## src/rtl/sd_drive_arbiter_if.sv

```systemverilog
// sd_drive_arbiter_if
//   Bundles the per-client track-loader side and the hps_io SD channel side
//   of the SD drive arbiter.
//   master : arbiter view (drives sd_lba/sd_rd/sd_wr/sd_buff_din and the
//            per-client ack/strobe/broadcast signals).
//   slave  : environment view (track loaders + hps_io SD channel).
//   Client i occupies cl_lba[32i+31:32i] and cl_buff_din[8i+7:8i].
interface sd_drive_arbiter_if #(
    parameter int NUM_CLIENTS = 2
);
    logic [32*NUM_CLIENTS-1:0] cl_lba;
    logic [NUM_CLIENTS-1:0]    cl_rd;
    logic [NUM_CLIENTS-1:0]    cl_wr;
    logic [NUM_CLIENTS-1:0]    cl_ack;
    logic [NUM_CLIENTS-1:0]    cl_buff_wr;
    logic [8*NUM_CLIENTS-1:0]  cl_buff_din;
    logic [8:0]                cl_buff_addr;
    logic [7:0]                cl_buff_dout;

    logic [31:0]               sd_lba;
    logic                      sd_rd;
    logic                      sd_wr;
    logic                      sd_ack;
    logic [8:0]                sd_buff_addr;
    logic                      sd_buff_wr;
    logic [7:0]                sd_buff_dout;
    logic [7:0]                sd_buff_din;

    modport master (
        input  cl_lba, cl_rd, cl_wr, cl_buff_din,
        input  sd_ack, sd_buff_addr, sd_buff_wr, sd_buff_dout,
        output cl_ack, cl_buff_wr, cl_buff_addr, cl_buff_dout,
        output sd_lba, sd_rd, sd_wr, sd_buff_din
    );

    modport slave (
        output cl_lba, cl_rd, cl_wr, cl_buff_din,
        output sd_ack, sd_buff_addr, sd_buff_wr, sd_buff_dout,
        input  cl_ack, cl_buff_wr, cl_buff_addr, cl_buff_dout,
        input  sd_lba, sd_rd, sd_wr, sd_buff_din
    );
endinterface

```

## src/rtl/sd_drive_arbiter.sv

```systemverilog
// sd_drive_arbiter
//   Shares the single MiSTer SD block channel between NUM_CLIENTS Disk II
//   track loaders. Whole multi-sector bursts are granted round-robin; the
//   sector buffer bus is routed to the granted client only.
//
//   Ports:
//     clk, reset   : clock, synchronous active-high reset
//     bus          : sd_drive_arbiter_if.master (client and SD channel signals)
//     grant        : one-hot registered grant, zero when idle
//     busy         : high while a client holds the channel
//     timeout_err  : one-cycle pulse when the first-ack watchdog expires
//
//   Optional: define SD_ARB_TIMEOUT_EN to enable the first-ack watchdog
//   (TIMEOUT_CYCLES). Without it a grant is held until the client releases.
//
//   state  | meaning
//   IDLE   | no grant; waiting for a request with sd_ack low
//   ACTIVE | one client owns the SD channel for a whole burst
module sd_drive_arbiter #(
    parameter int          NUM_CLIENTS    = 2,
    parameter logic [23:0] TIMEOUT_CYCLES = 24'd5000000
) (
    input  logic                   clk,
    input  logic                   reset,
    sd_drive_arbiter_if.master     bus,
    output logic [NUM_CLIENTS-1:0] grant,
    output logic                   busy,
    output logic                   timeout_err
);
    localparam int PW = (NUM_CLIENTS > 1) ? $clog2(NUM_CLIENTS) : 1;

    typedef enum logic {S_IDLE, S_ACTIVE} state_t;

    state_t                 state_q, state_d;
    logic [NUM_CLIENTS-1:0] grant_d;
    logic [PW-1:0]          gidx_q, gidx_d;
    logic [PW-1:0]          last_q, last_d;
    logic                   timeout_d;
    logic [NUM_CLIENTS-1:0] req;
    logic [PW-1:0]          rr_idx;
    logic [PW-1:0]          win_idx;
    logic                   win_found;
    logic                   wd_expire;

    assign req = bus.cl_rd | bus.cl_wr;

    // Scan last+1, last+2, ... so the most recent owner is considered last.
    always_comb begin
        win_found = 1'b0;
        win_idx   = '0;
        rr_idx    = '0;
        for (int k = 1; k <= NUM_CLIENTS; k++) begin
            rr_idx = PW'((int'(last_q) + k) % NUM_CLIENTS);
            if (!win_found && req[rr_idx]) begin
                win_found = 1'b1;
                win_idx   = rr_idx;
            end
        end
    end

    always_ff @(posedge clk) begin
        if (reset) begin
            state_q     <= S_IDLE;
            grant       <= '0;
            gidx_q      <= '0;
            last_q      <= PW'(NUM_CLIENTS - 1);
            timeout_err <= 1'b0;
        end else begin
            state_q     <= state_d;
            grant       <= grant_d;
            gidx_q      <= gidx_d;
            last_q      <= last_d;
            timeout_err <= timeout_d;
        end
    end

    // Grant only changes while sd_ack is low, so a sector is never split
    // between clients and a stale ack after reset cannot leak to a new owner.
    always_comb begin
        state_d   = state_q;
        grant_d   = grant;
        gidx_d    = gidx_q;
        last_d    = last_q;
        timeout_d = 1'b0;
        case (state_q)
            S_IDLE: begin
                if (win_found && !bus.sd_ack) begin
                    state_d = S_ACTIVE;
                    gidx_d  = win_idx;
                    grant_d = NUM_CLIENTS'(1) << win_idx;
                end
            end
            S_ACTIVE: begin
                if (wd_expire || (!req[gidx_q] && !bus.sd_ack)) begin
                    state_d   = S_IDLE;
                    grant_d   = '0;
                    last_d    = gidx_q;
                    timeout_d = wd_expire;
                end
            end
            default: begin
                state_d = S_IDLE;
                grant_d = '0;
            end
        endcase
    end

    logic [31:0] lba_mux;
    logic        rd_mux;
    logic        wr_mux;
    logic [7:0]  din_mux;

    // Write wins if a client asserts rd and wr together.
    always_comb begin
        lba_mux = '0;
        rd_mux  = 1'b0;
        wr_mux  = 1'b0;
        din_mux = '0;
        if (state_q == S_ACTIVE) begin
            lba_mux = bus.cl_lba[32*gidx_q +: 32];
            wr_mux  = bus.cl_wr[gidx_q];
            rd_mux  = bus.cl_rd[gidx_q] & ~bus.cl_wr[gidx_q];
            din_mux = bus.cl_buff_din[8*gidx_q +: 8];
        end
    end

    assign bus.sd_lba       = lba_mux;
    assign bus.sd_rd        = rd_mux;
    assign bus.sd_wr        = wr_mux;
    assign bus.sd_buff_din  = din_mux;
    assign bus.cl_ack       = {NUM_CLIENTS{bus.sd_ack}} & grant;
    assign bus.cl_buff_wr   = {NUM_CLIENTS{bus.sd_buff_wr & bus.sd_ack}} & grant;
    assign bus.cl_buff_addr = bus.sd_buff_addr;
    assign bus.cl_buff_dout = bus.sd_buff_dout;
    assign busy             = (state_q == S_ACTIVE);

`ifdef SD_ARB_TIMEOUT_EN
    logic [23:0] wd_cnt_q;
    logic        ack_seen_q;
    logic        ack_q;
    logic        grant_start;

    assign grant_start = (state_q == S_IDLE) && (state_d == S_ACTIVE);

    // Only guards the wait for the first ack; once the SD side has answered,
    // slow sectors are left alone for the rest of the grant.
    always_ff @(posedge clk) begin
        if (reset) begin
            wd_cnt_q   <= '0;
            ack_seen_q <= 1'b0;
            ack_q      <= 1'b0;
        end else begin
            ack_q <= bus.sd_ack;
            if (grant_start) begin
                wd_cnt_q   <= '0;
                ack_seen_q <= 1'b0;
            end else if (state_q == S_ACTIVE) begin
                if (bus.sd_ack) begin
                    ack_seen_q <= 1'b1;
                    if (!ack_q) wd_cnt_q <= '0;
                end else if (!ack_seen_q) begin
                    wd_cnt_q <= wd_cnt_q + 24'd1;
                end
            end
        end
    end

    assign wd_expire = (state_q == S_ACTIVE) && !bus.sd_ack && !ack_seen_q &&
                       (wd_cnt_q == TIMEOUT_CYCLES - 24'd1);
`else
    logic unused_timeout_cfg;
    assign unused_timeout_cfg = ^TIMEOUT_CYCLES;
    assign wd_expire          = 1'b0;
`endif
endmodule

```

## src/flat_wrapper.sv

```systemverilog
// flat-port wrapper written by rule: the top's interface ports become plain ports
module sd_drive_arbiter_flat 
#(
    parameter int          NUM_CLIENTS    = 2,
    parameter logic [23:0] TIMEOUT_CYCLES = 24'd5000000
)
  (clk, reset, grant, busy, timeout_err, bus_cl_lba, bus_cl_rd, bus_cl_wr, bus_cl_buff_din, bus_sd_ack, bus_sd_buff_addr, bus_sd_buff_wr, bus_sd_buff_dout, bus_cl_ack, bus_cl_buff_wr, bus_cl_buff_addr, bus_cl_buff_dout, bus_sd_lba, bus_sd_rd, bus_sd_wr, bus_sd_buff_din);
  sd_drive_arbiter_if #(.NUM_CLIENTS(NUM_CLIENTS)) bus_i ();
  input  logic clk;
  input  logic reset;
  output logic [NUM_CLIENTS-1:0] grant;
  output logic busy;
  output logic timeout_err;
  input wire logic [$bits(bus_i.cl_lba)-1:0] bus_cl_lba;
  input wire logic [$bits(bus_i.cl_rd)-1:0] bus_cl_rd;
  input wire logic [$bits(bus_i.cl_wr)-1:0] bus_cl_wr;
  input wire logic [$bits(bus_i.cl_buff_din)-1:0] bus_cl_buff_din;
  input wire logic [$bits(bus_i.sd_ack)-1:0] bus_sd_ack;
  input wire logic [$bits(bus_i.sd_buff_addr)-1:0] bus_sd_buff_addr;
  input wire logic [$bits(bus_i.sd_buff_wr)-1:0] bus_sd_buff_wr;
  input wire logic [$bits(bus_i.sd_buff_dout)-1:0] bus_sd_buff_dout;
  output wire logic [$bits(bus_i.cl_ack)-1:0] bus_cl_ack;
  output wire logic [$bits(bus_i.cl_buff_wr)-1:0] bus_cl_buff_wr;
  output wire logic [$bits(bus_i.cl_buff_addr)-1:0] bus_cl_buff_addr;
  output wire logic [$bits(bus_i.cl_buff_dout)-1:0] bus_cl_buff_dout;
  output wire logic [$bits(bus_i.sd_lba)-1:0] bus_sd_lba;
  output wire logic [$bits(bus_i.sd_rd)-1:0] bus_sd_rd;
  output wire logic [$bits(bus_i.sd_wr)-1:0] bus_sd_wr;
  output wire logic [$bits(bus_i.sd_buff_din)-1:0] bus_sd_buff_din;
  assign bus_i.cl_lba = bus_cl_lba;
  assign bus_i.cl_rd = bus_cl_rd;
  assign bus_i.cl_wr = bus_cl_wr;
  assign bus_i.cl_buff_din = bus_cl_buff_din;
  assign bus_i.sd_ack = bus_sd_ack;
  assign bus_i.sd_buff_addr = bus_sd_buff_addr;
  assign bus_i.sd_buff_wr = bus_sd_buff_wr;
  assign bus_i.sd_buff_dout = bus_sd_buff_dout;
  assign bus_cl_ack = bus_i.cl_ack;
  assign bus_cl_buff_wr = bus_i.cl_buff_wr;
  assign bus_cl_buff_addr = bus_i.cl_buff_addr;
  assign bus_cl_buff_dout = bus_i.cl_buff_dout;
  assign bus_sd_lba = bus_i.sd_lba;
  assign bus_sd_rd = bus_i.sd_rd;
  assign bus_sd_wr = bus_i.sd_wr;
  assign bus_sd_buff_din = bus_i.sd_buff_din;
  sd_drive_arbiter #(.NUM_CLIENTS(NUM_CLIENTS), .TIMEOUT_CYCLES(TIMEOUT_CYCLES)) u_core (.clk(clk), .reset(reset), .bus(bus_i), .grant(grant), .busy(busy), .timeout_err(timeout_err));
endmodule
```

## config.mk

```make
export PLATFORM = sky130hd
export DESIGN_NAME = sd_drive_arbiter_flat
export DESIGN_NICKNAME = d
export VERILOG_FILES = /design/src/rtl/sd_drive_arbiter_if.sv /design/src/rtl/sd_drive_arbiter.sv /design/src/flat_wrapper.sv
export SDC_FILE = /design/constraint.sdc
export NUM_CORES = 1
export LEC_CHECK = 0
export BUFFER_PORTS_ARGS = -buffer_cell sky130_fd_sc_hd__buf_2
export CAP_MARGIN = 10
export CORE_UTILIZATION = 27
export DETAILED_ROUTE_END_ITERATION = 8
export HOLD_SLACK_MARGIN = 0.06
export PLACE_DENSITY = 0.87
export SLEW_MARGIN = 25
export SYNTH_ARGS = -nofsm -noshare
export SYNTH_HDL_FRONTEND = slang
export SYNTH_SLANG_ARGS = --single-unit
```

## constraint.sdc

```tcl
create_clock -name clk -period 1.1 [get_ports clk]
set_input_delay 0.11 -clock clk [delete_from_list [all_inputs] [get_ports clk]]
set_output_delay 0.11 -clock clk [all_outputs]
set_load 0.01 [all_outputs]
```

==> results summary, run 1 <==
The die height came out at 67.37 um. The area of the mapped netlist came out at 1154 um^2. The max-capacitance violation count came out at 0. The initial antenna violation count came out at 0. Data on the critical path arrives at its endpoint at 1.24 ns. The checks that failed: setup timing. The final weighted congestion of routability-driven global placement came out at around 0.8. After the first detailed-routing iteration, the DRC count stood at 14. The delay contributed by the slowest stage of the critical path is 0.38 ns.

The setup violation total in the final timing report came out at 46. STA classifies the critical path startpoint as a register. The final net count is 376. TritonCTS built the clock tree. The first-pass detailed-route iteration total came out at 4. STA classifies the critical path endpoint as an output pin. In the global route stage, overall resource usage came out at 0.1385. Across all hold checks on the routed design, the worst slack comes to 0.1546 ns.

The insertion delay of the later-clocked pin in the worst-skew pair came out at between 0.2 and 0.25 ns. The library cells used most frequently in the layout, excluding fill and tap cells, are sky130_fd_sc_hd__buf_2 (136), sky130_fd_sc_hd__nor2b_1 (42), sky130_fd_sc_hd__mux2i_1 (40). For this design, the sink count on the clock tree is 5. The synthesized area divided by synthesized cell count came out at 8.067 um^2. The register bit count reported by yosys came out at 5. Setup total negative slack on the finished layout was measured at -8.809 ns.

The total overflow left after global routing is 0. After detailed routing, the number of remaining DRC violations is 0. The largest net degree at the start of global routing is 27.

The library cell used most frequently in the layout, excluding fill and tap cells, is sky130_fd_sc_hd__buf_2. The count of standard-cell rows came out at 23. The peak fanout along the critical path came out at 6. The ratio of cells with drive above 1 in the final layout came out at 0.5926. The worst supply voltage drop on vdd came out at slightly below 700 uV. The CTS root buffer is sky130_fd_sc_hd__clkbuf_8. The remaining number of nets flagged by the antenna check after routing is 0. The number of antenna diodes in the final layout is 0. The tightest min-delay check is of the in2reg type. The sequential element share of the synthesized area is 0.08677. The post-route worst setup slack came out at -0.2525 ns. The effective utilization at floorplan came out at 0.2843. The maximum frequency from static timing analysis came out at 739.4 MHz. The worst setup path is of the reg2out kind.

On the final layout, the worst clock skew is 0.001679 ns. Walking the worst path, the cells encountered are buf_12 -> buf_16 -> mux2i_2 -> nor2b_1 -> buf_2. The die covers 4538 um^2.

Setup repair after global routing could not meet its margin everywhere. The number of hold-slack violations in the final timing report is 0. The total detailed-routing wirelength came out at 3685 um. The number of I/O pins is 172. The critical path buffer and inverter count is 3. The final period utilization is 1.230. For this design, the CTS-stage hold fixing added 0 buffers. The run finished, with violations left. The via count normalized by instance count is roughly 4.4.

The worst path in the final design needs a cycle of 1.352 ns, including I/O delays and setup. Dividing total power by cell area gives a power density of about 700 nW/um^2. The first global-routing pass estimated around 4900 um of wire. The number of nets in the synthesized netlist came out at 248.

The longest clock path from root to sink contains 2 buffers. The number of synthesis warnings is 0. The width of the chip is ~67 um. In this run the tool buffered the top-level ports with about 140 buffer cells. The synthesis-to-layout area growth is 71.15%. The clock transition at the register clock pins on the worst setup and hold paths after CTS came out at 0.03 ns. STA puts the critical path data required time at 0.99 ns. The via count of the first global-routing pass is 1203. The category of cells accounting for the largest share of critical-path delay is flip-flops.

The library cell contributing the largest single delay on the critical path is sky130_fd_sc_hd__dfxtp_4. The area inside the core boundary came out at 4058 um^2. The number of clock buffers added by TritonCTS is 3. The routed length per instance came out at 11.52 um. Once layout is complete, the cells apart from fillers number 320. CTS built an H-tree with a depth of 1. The estimated wirelength of the detail-placed design came out at 2963 um. For this design the static power due to leakage is 1.063 nW. The distinct cell type count after synthesis is 26. The number of placed cells counting well taps is 312. The number of slew-limit violations in the final report is 0. The number of instances in the synthesized netlist is 143.

The via count of the routed design is 1411.
[layout make-up]
type	instances	area [um^2]
sequential	5	103.9
fill	413	2083
multi-input combinational	109	877.1
clock buffer	4	45.04
tap	50	62.56
inverter	1	3.754
timing repair buffer	151	882.1
[stage by stage]
step	setup slack [ns]	utilization	instance area (um^2)	total power [mW]
after floorplan	0.0002099	-	1166	0.6943
final	-0.2525	0.4866	1974	1.377
after global placement	-0.09941	0.4499	1826	0.9610
after detailed placement	-0.1201	0.4499	1826	0.9770
after global routing	-0.3281	0.4866	1974	1.482
after CTS	-0.2418	0.4838	1963	1.387
[path summary, 6_finish.rpt]
path                                                      to  cells past startpoint  slack [ns]                        from
worst min register to register    u_core.last_q$_SDFFE_PP1P_                      2        0.50  u_core.last_q$_SDFFE_PP1P_
worst max register to register    u_core.last_q$_SDFFE_PP1P_                      5       -0.18  u_core.gidx_q$_SDFFE_PP0P_
worst max-delay path                          bus_sd_lba[28]                      5       -0.25  u_core.gidx_q$_SDFFE_PP0P_
worst min-delay path            u_core.grant[0]$_SDFFE_PP0P_                      2        0.15                       reset
[metal layers]
metal,up-vias,global-route usage,part of all wire
met2,74,0.2525,0.52
met1,606,0.1633,0.39
met4,0,0.04255,0.0092
met5,-,0,0
li1,724,-,-
met3,7,0.02196,0.083
[repair_timing]
action / 4_1_cts / 5_1_grt
hold endpoints to repair: 0 / 0
setup endpoints to repair: 47 / 47
buffers inserted: 2 / 0
gates cloned: 2 / 0
gates resized for setup: 6 / 3
[power by group]
| part | switching, mW | internal [mW] | leakage, nW |
|---|---|---|---|
| logic | 0.360 | 0.470 | 0.998 |
| clock network | 0.0841 | 0.248 | 0.0228 |
| registers | 0.0172 | 0.197 | 0.0419 |
| total | 0.461 | 0.916 | 1.06 |
[synth_stat cells]
| library cell | count | area (um^2) |
|---|---|---|
| sky130_fd_sc_hd__mux2i_1 | 42 | 420.4 |
| sky130_fd_sc_hd__nor2b_1 | 42 | 262.8 |
| sky130_fd_sc_hd__buf_4 | 22 | 165.2 |
| sky130_fd_sc_hd__clkbuf_1 | 5 | 18.77 |
| sky130_fd_sc_hd__dfxtp_1 | 5 | 100.1 |
| sky130_fd_sc_hd__nor2_1 | 4 | 15.01 |
| sky130_fd_sc_hd__and2_1 | 2 | 12.51 |
| sky130_fd_sc_hd__and3_1 | 2 | 12.51 |
| sky130_fd_sc_hd__o21a_1 | 2 | 15.01 |
| sky130_fd_sc_hd__a31oi_1 | 1 | 6.260 |
| sky130_fd_sc_hd__a32oi_1 | 1 | 8.760 |
| sky130_fd_sc_hd__buf_2 | 1 | 5.000 |
| sky130_fd_sc_hd__conb_1 | 1 | 3.750 |
| sky130_fd_sc_hd__inv_1 | 1 | 3.750 |
| sky130_fd_sc_hd__nand2b_1 | 1 | 6.260 |
| sky130_fd_sc_hd__nand3_1 | 1 | 5.000 |
| sky130_fd_sc_hd__nor3b_1 | 1 | 7.510 |
| sky130_fd_sc_hd__nor4_2 | 1 | 12.51 |
| sky130_fd_sc_hd__nor4b_1 | 1 | 8.760 |
| sky130_fd_sc_hd__o211a_1 | 1 | 10.01 |
| sky130_fd_sc_hd__o21ai_0 | 1 | 5.000 |
| sky130_fd_sc_hd__o21ba_2 | 1 | 10.01 |
| sky130_fd_sc_hd__o21bai_1 | 1 | 7.510 |
| sky130_fd_sc_hd__o31a_1 | 1 | 8.760 |
| sky130_fd_sc_hd__o32ai_2 | 1 | 16.27 |
| sky130_fd_sc_hd__or2_1 | 1 | 6.260 |
[sequential cells by signal, summed over array words and instances, names as in the netlist]
name,cells
u_core.busy,1
u_core.grant,2
u_core.last_q,1
u_core.gidx_q,1
[logic make-up after synthesis]
logic type | synth area share
buffers and inverters | 0.1670
multiplexers | 0.3644
other | 0.003251
AO/OA/AOI/OAI | 0.07593
AND/OR/NAND/NOR | 0.3026
flip-flops | 0.08677
(Power assumes the default switching activity.)
==> inputs of run 2 (changes only) <==
Settings changed: SETUP_SLACK_MARGIN set to 0.5.
==> run 2 against run 1 <==
  * The run still ends with setup timing left
  * Cell area is 24% higher
  * Final cell count is 1.6% higher
  * First-iteration DRC count increased by 71%
  * Highest routed layer unchanged
==> results summary, run 2 (synthesis gave the netlist of run 1 again) <==
The switching component of the power came out at 0.5758 mW (was 0.4614 mW). The area inside the core boundary was 4058 um^2 (unchanged). The library cell contributing the largest single delay on the critical path is sky130_fd_sc_hd__dfxtp_4 (unchanged). The final non-filler cell total is 325 (was 320). The maximum clock insertion buffer count came out at 2 (unchanged). The final antenna diode count is 0 (unchanged). The minimum clock period came out at 1.406 ns (was 1.352 ns).

The capture endpoint of the worst hold path was u_core.grant[0]$_SDFFE_PP0P_ (unchanged). The via count normalized by instance count came out at 4.791 (was 4.409). The number of placed cells counting well taps came to 311 (was 312). The CTS root buffer is sky130_fd_sc_hd__clkbuf_8 (unchanged). The share of power burned in combinational logic is 0.668 (was 0.603). The final weighted congestion of routability-driven global placement came to 0.7932 (was 0.8021). The areal power density over the cells is 688.4 nW/um^2 (was 697.6 nW/um^2). The count of port buffers added during placement was 136 (unchanged). The delay contributed by the slowest stage of the critical path came out at 0.39 ns (was 0.38 ns). The endpoint class of the critical path is an output pin (unchanged). The via count of the first global-routing pass is 1475 (was 1203). The number of I/O pins was 172 (unchanged). The number of buffers created by CTS came out at 3 (unchanged). The type of the setup path with the least slack is reg2out (unchanged).

The total congestion overflow came out at 0 (unchanged). The total detailed-routing wirelength came out at 4273 um (was 3685 um). The final net count is 381 (was 376). The number of slew-limit violations in the final report was 0 (unchanged). The routed length on met2 is 2389 um (was 1904 um). The arrival time at the worst endpoint came out at 1.30 ns (was 1.24 ns). The DRC marker count from the first detailed-route iteration is 24 (was 14). The final worst clock skew is 0.002433 ns (was 0.001679 ns).

The worst supply voltage drop on vdd is 380.2 uV (was 679.8 uV). The die height is 67.37 um (unchanged). The critical path buffer and inverter count came out at 3 (unchanged).

The max-capacitance violation count is 0 (unchanged). Outcome: finished, violations left (unchanged). The critical path launch point type was a register (unchanged). The total met3 wirelength after detailed routing is 485 um (was 306 um). The placed standard-cell area came out at 2043 um^2 (was 1826 um^2). The class of the tightest hold or removal check is in2reg (unchanged).

The relative contribution of the clock network to total power is 0.198 (was 0.241). The largest net degree at the start of global routing came out at 23 (was 27). The internal power came out at 1.113 mW (was 0.9160 mW).

The end of the worst register-to-register path is u_core.last_q$_SDFFE_PP1P_ (unchanged). The effective utilization at floorplan is 0.2843 (unchanged). The die area is 4538 um^2 (unchanged). The routed length per instance came out at 13.15 um (was 11.52 um). The post-route worst setup slack came out at -0.3058 ns (was -0.2525 ns).

The clock tree from TritonCTS is built (unchanged). Top library cells by usage in the layout, fill and taps aside: sky130_fd_sc_hd__buf_2 (124), sky130_fd_sc_hd__nor2b_2 (34), sky130_fd_sc_hd__mux2i_1 (21) (was sky130_fd_sc_hd__buf_2 (136), sky130_fd_sc_hd__nor2b_1 (42), sky130_fd_sc_hd__mux2i_1 (40)). The count of standard-cell rows is 23 (unchanged). The estimated wirelength of the detail-placed design is 3107 um (was 2963 um). The ratio of cells with drive above 1 in the final layout is 0.8509 (was 0.5926). Cell Chain, Critical Path: buf_6 -> clkbuf_16 -> mux2i_4 -> nor2b_2 -> buf_2 (was buf_12 -> buf_16 -> mux2i_2 -> nor2b_1 -> buf_2). The number of sinks handled by clock tree synthesis came out at 5 (unchanged). The remaining number of nets flagged by the antenna check after routing came out at 0 (unchanged). The maximum frequency from static timing analysis is 711.3 MHz (was 739.4 MHz).

The leakage power is 1.170 nW (was 1.063 nW). The initial antenna violation count was 0 (unchanged). The share of total power in sequential cells is 0.135 (was 0.156).

The setup slack of the most critical reg-to-reg path is -0.22 ns (was -0.18 ns). The number of hold-slack violations in the final timing report was 0 (unchanged). The length in cells of the worst reg-to-reg path was 5 (unchanged). The uppermost layer routed is met4 (unchanged). The data required time of the worst path came out at 0.99 ns (about the same). The clock transition at the register clock pins on the worst setup and hold paths after CTS came out at 0.03 ns (about the same). The final period utilization was 1.278 (was 1.230).

Violations in the final reports: setup timing (unchanged). The peak fanout along the critical path came out at 6 (unchanged). The width of the chip is 67.37 um (unchanged).

The proportion of total power due to net switching came to 0.3409 (was 0.3350). The pre-CTS worst setup slack is -0.1113 ns (was -0.1201 ns). The category of cells accounting for the largest share of critical-path delay is buffers and inverters (was flip-flops). The final core utilization is 0.6047 (was 0.4866). The worst hold path startpoint is reset (unchanged). The first-pass GRT wire length is 5975 um (was 4912 um). The total routed wire length on the met1 layer is 1304 um (was 1439 um). The first-pass detailed-route iteration total is 4 (unchanged). The most common library cell in the layout ignoring fill and taps was sky130_fd_sc_hd__buf_2 (unchanged).

The number of H-tree branching levels is 1 (unchanged). The insertion delay of the later-clocked pin in the worst-skew pair is 0.22 ns (about the same). The via count of the routed design is 1557 (was 1411). The setup violation total in the final timing report is 46 (unchanged).

The depth of the worst hold-timing path is 2 (unchanged). The tightest hold margin came to 0.1502 ns (was 0.1546 ns). The area of all placed cells without fillers came out at 2454 um^2 (was 1974 um^2). The remaining design rule violation count came to 0 (unchanged). The register containing the most flip-flops in the final layout is u_core.grant (unchanged).

The synthesis-to-layout area growth was 112.7% (was 71.15%). The overall track demand over capacity in global routing is 0.1760 (was 0.1385). The reg-to-reg startpoint is u_core.gidx_q$_SDFFE_PP0P_ (unchanged). The number of flip-flops under the largest register name came out at 2 (unchanged). RSZ-0062 raised after global routing: true (unchanged).
## run 2: cell types whose count changed in the layout (fill, tap and decap cells not counted), moves of 3 or more
cell | previous run | this run
sky130_fd_sc_hd__mux2i_2 | 2 | 11
sky130_fd_sc_hd__mux2i_1 | 40 | 21
sky130_fd_sc_hd__buf_6 | 1 | 15
sky130_fd_sc_hd__mux2i_4 | 0 | 10
sky130_fd_sc_hd__nor2b_1 | 42 | 2
sky130_fd_sc_hd__buf_2 | 136 | 124
sky130_fd_sc_hd__dfxtp_1 | 4 | 1
sky130_fd_sc_hd__nor2b_4 | 0 | 6
sky130_fd_sc_hd__dfxtp_4 | 1 | 4
sky130_fd_sc_hd__nor2b_2 | 0 | 34
## run 2: cell type report
cell class	instances	area, um^2
clock buffers	4	45.04
fillers	327	1604
inverters	1	3.754
multi-input cells	109	1202
flip-flops and latches	5	115.1
well taps	50	62.56
repair buffers	156	1025
## run 2: worst reg2reg max path, stage by stage, from the launching register on
cell                        delay [ns]
sky130_fd_sc_hd__dfxtp_4          0.37
sky130_fd_sc_hd__buf_6            0.14
sky130_fd_sc_hd__clkbuf_16        0.16
sky130_fd_sc_hd__nor4_4           0.19
sky130_fd_sc_hd__o21a_1           0.20
sky130_fd_sc_hd__mux2i_1          0.19
## run 2: worst max-delay path by stage
stage | from | endpoint | slack [ns] | cells past startpoint
5_1_grt | u_core.gidx_q$_SDFFE_PP0P_ | bus_sd_buff_din[6] | -0.36 | 5
3_3_place_gp | u_core.gidx_q$_SDFFE_PP0P_ | bus_sd_wr | -0.06 | 4
3_5_place_dp | u_core.gidx_q$_SDFFE_PP0P_ | bus_sd_buff_din[7] | -0.11 | 4
2_1_floorplan | u_core.gidx_q$_SDFFE_PP0P_ | bus_sd_lba[10] | 0.07 | 4
6_report | u_core.gidx_q$_SDFFE_PP0P_ | bus_sd_buff_din[3] | -0.31 | 5
4_1_cts | u_core.gidx_q$_SDFFE_PP0P_ | bus_sd_buff_din[4] | -0.30 | 5
## run 2: power by group through the flow
stage | Combinational (mW) | Clock, mW | Sequential (mW)
after global routing | 1.21 | 0.358 | 0.230
after CTS | 1.06 | 0.344 | 0.227
final | 1.13 | 0.334 | 0.228
after floorplan | 0.625 | 0 | 0.218
after global placement | 0.867 | 0 | 0.228
after detailed placement | 0.888 | 0 | 0.229
## run 2: per-stage QoR
stage | setup TNS (ns) | power (mW)
after floorplan | 0 | 0.8428
after global placement | -0.4253 | 1.094
after CTS | -11.47 | 1.631
final | -11.26 | 1.689
after detailed placement | -1.358 | 1.118
after global routing | -13.55 | 1.794
## run 2: what timing repair did
| item | 4_1_cts | 5_1_grt |
|---|---|---|
| pin swaps | 2 | 2 |
| hold buffers | 0 | 0 |
| endpoints found under the setup margin | 54 | 54 |
| gates resized for setup | 32 | 16 |
| gates cloned | 2 | 1 |
| setup buffers | 6 | 1 |
## run 2: per-layer routing
metal / vias to the layer above / global-route usage
li1: 734 / -
met1: 704 / 0.1349
met2: 103 / 0.3913
met3: 16 / 0.03547
met4: 0 / 0.08511
met5: - / 0
==> inputs of run 3 (changes only) <==
Settings changed: CORE_AREA set to 2 2 67 69, CORE_UTILIZATION 27 to unset, DIE_AREA set to 0 0 69 71, PLACE_DENSITY 0.87 to 0.86.
Clock period 1.1 ns to 1.61 ns, I/O delays scaled along.
==> run 3 against run 2 <==
  * The flow now finishes without violations
  * Via count down 6.9%
  * Setup slack better by 0.46 ns
  * Combinational power down 39%
  * Sequential cell count unchanged
  * Register-to-register slack better by 0.53 ns
  * Sequential share of layout area about the same
  * Final cell count down 2.2%
  * Clock skew about the same
  * Clock power down 30%
  * Wire length up 7.4%
  * Count of clock-buffer cells in the layout unchanged
  * Critical path type unchanged
  * Largest power group unchanged
==> results summary, run 3 (synthesis gave the netlist of run 1 again) <==
The via count normalized by instance count came out at 4.557 (was 4.791). The class of the tightest hold or removal check is in2reg (unchanged). The remaining number of nets flagged by the antenna check after routing is 0 (unchanged). The final weighted congestion of routability-driven global placement came to 0.8166 (was 0.7932). The leakage power came out at 1.097 nW (was 1.170 nW). The count of port buffers added during placement came out at 136 (unchanged). The CTS root buffer is sky130_fd_sc_hd__clkbuf_8 (unchanged).

The overall track demand over capacity in global routing came out at 0.1618 (was 0.1760). The number of I/O pins is 172 (unchanged). The width of the chip came out at 69 um (was 67.37 um). The hold buffer count at CTS came out at 0 (unchanged).

The first-pass GRT wire length was 6348 um (was 5975 um). The count of standard-cell rows is 24 (was 23). The worst hold path startpoint is reset (unchanged). The critical path launch point type is a register (unchanged). The number of flip-flops under the largest register name is 2 (unchanged).

The power consumption was 1.081 mW (was 1.689 mW). The via count of the first global-routing pass is 1386 (was 1475). In the finished design, the share of the clock period the worst path needs comes to 0.9051. The final antenna diode count is 0 (unchanged). The via count of the routed design is 1449 (was 1557). The number of sinks handled by clock tree synthesis is 5 (unchanged). The initial antenna violation count is 1 (was 0).

The peak fanout along the critical path is 6 (unchanged). The number of placed cells counting well taps is 307 (was 311). The clock tree from TritonCTS is built (unchanged). The ratio of cells with drive above 1 in the final layout came to 0.7932 (was 0.8509). The number of H-tree branching levels came out at 1 (unchanged). The worst supply voltage drop on vdd came to 309.5 uV (was 380.2 uV). The final worst clock skew came to 0.002155 ns (was 0.002433 ns). The placed standard-cell area came out at 1871 um^2 (was 2043 um^2). The most common library cell in the layout ignoring fill and taps is sky130_fd_sc_hd__buf_2 (unchanged). RSZ-0062 raised after global routing: true (unchanged). The remaining design rule violation count is 0 (unchanged). The total negative slack is 0 ns (was -11.26 ns).

The area inside the core boundary came out at 4204 um^2 (was 4058 um^2). Outcome: finished clean (was finished, violations left). The data required time of the worst path is 1.45 ns (was 0.99 ns).

The endpoint class of the critical path is an output pin (unchanged). The area of all placed cells without fillers came out at 2223 um^2 (was 2454 um^2). The first-pass detailed-route iteration total was 4 (unchanged). The die area came out at 4899 um^2 (was 4538 um^2). The minimum clock period is approximately 1.5 ns. The total congestion overflow came to 0 (unchanged). The share of total power in sequential cells came out at 0.143 (was 0.135).

The effective utilization at floorplan came out at 0.2744 (was 0.2843). The total detailed-routing wirelength came out at 4588 um (was 4273 um). The final non-filler cell total came out at 318 (was 325).

The share of power burned in combinational logic came out at 0.640 (was 0.668). The die height is 71 um (was 67.37 um). The register containing the most flip-flops in the final layout is u_core.grant (unchanged). The switching component of the power is 0.3796 mW (was 0.5758 mW). The setup violation total in the final timing report is 0 (was 46).

The number of slew-limit violations in the final report came out at 0 (unchanged). The areal power density over the cells is 486.4 nW/um^2 (was 688.4 nW/um^2). The critical path startpoint is u_core.gidx_q$_SDFFE_PP0P_ (unchanged). The tightest hold margin came out at 0.2058 ns (was 0.1502 ns). The DRC marker count from the first detailed-route iteration was 28 (was 24). The final net count came out at 372 (was 381).

The insertion delay of the later-clocked pin in the worst-skew pair is 0.22 ns (about the same). The reg-to-reg startpoint is u_core.gidx_q$_SDFFE_PP0P_ (unchanged). The largest net degree at the start of global routing came to 26 (was 23). The arrival time at the worst endpoint came out at 1.30 ns (about the same). The number of buffers created by CTS came out at 3 (unchanged). The clock transition at the register clock pins on the worst setup and hold paths after CTS was 0.03 ns (about the same). The type of the setup path with the least slack is reg2out (unchanged). The relative contribution of the clock network to total power is 0.218 (was 0.198). The internal power came out at 0.7018 mW (was 1.113 mW).

The proportion of total power due to net switching came out at 0.3510 (was 0.3409). The synthesis-to-layout area growth is 92.73% (was 112.7%). Top library cells by usage in the layout, fill and taps aside: sky130_fd_sc_hd__buf_2 (136), sky130_fd_sc_hd__nor2b_2 (33), sky130_fd_sc_hd__mux2i_1 (22) (was sky130_fd_sc_hd__buf_2 (124), sky130_fd_sc_hd__nor2b_2 (34), sky130_fd_sc_hd__mux2i_1 (21)). The maximum frequency from static timing analysis came out at 686.2 MHz.

The estimated wirelength of the detail-placed design is 3253 um (was 3107 um). The max-capacitance violation count came out at 0 (unchanged). The routed length per instance is 14.43 um (was 13.15 um). The number of hold-slack violations in the final timing report is 0 (unchanged). The maximum clock insertion buffer count is 2 (unchanged).
[run 3: power groups by stage]
| stage | clock network (mW) | registers [mW] | logic (mW) |
|---|---|---|---|
| after detailed placement | 0 | 0.153 | 0.545 |
| after global routing | 0.249 | 0.157 | 0.740 |
| after CTS | 0.240 | 0.154 | 0.619 |
| after floorplan | 0 | 0.145 | 0.367 |
| after global placement | 0 | 0.153 | 0.531 |
| final | 0.235 | 0.154 | 0.692 |
[run 3: path summary, 6_finish.rpt]
kind | end | slack, ns | cells past startpoint
max | bus_sd_lba[30] | 0.15 | 5
max reg2reg | u_core.last_q$_SDFFE_PP1P_ | 0.31 | 5
min reg2reg | u_core.last_q$_SDFFE_PP1P_ | 0.51 | 2
min | u_core.grant[0]$_SDFFE_PP0P_ | 0.21 | 2
[run 3: metrics by stage]
stage	setup slack [ns]	utilization
floorplan	0.4725	-
global placement	0.3041	0.4449
detailed placement	0.3062	0.4449
CTS	0.1581	0.4923
global route	0.08437	0.5289
finish	0.1528	0.5289
[run 3: what timing repair did]
item | in CTS | in global routing
resized for setup | 15 | 22
buffers inserted | 3 | 0
setup endpoints to repair | 48 | 47
pin swaps | 1 | 3
gates cloned | 2 | 2
[run 3: cell type report]
cell class | count | area [um^2]
Fill cell | 392 | 1981
Multi-Input combinational cell | 109 | 1112
Timing Repair Buffer | 147 | 892.1
Sequential cell | 5 | 105.1
Tap cell | 52 | 65.06
Clock buffer | 4 | 45.04
Inverter | 1 | 3.754
[run 3: per-layer routing]
layer | wire (um) | track usage | up-vias | share of wire
met3 | 424 | 0.06553 | 14 | 0.092
met4 | 80 | 0.05447 | 2 | 0.017
li1 | - | - | 716 | -
met5 | 13 | 0 | - | 0.0028
met1 | 1639 | 0.1698 | 637 | 0.36
met2 | 2430 | 0.2938 | 80 | 0.53
[run 3: critical path, stage by stage, from the launching register on]
cell and delay (ns):
sky130_fd_sc_hd__dfxtp_4 0.40, sky130_fd_sc_hd__buf_12 0.12, sky130_fd_sc_hd__buf_16 0.13, sky130_fd_sc_hd__mux2i_2 0.24, sky130_fd_sc_hd__nor2b_2 0.05, sky130_fd_sc_hd__buf_2 0.14
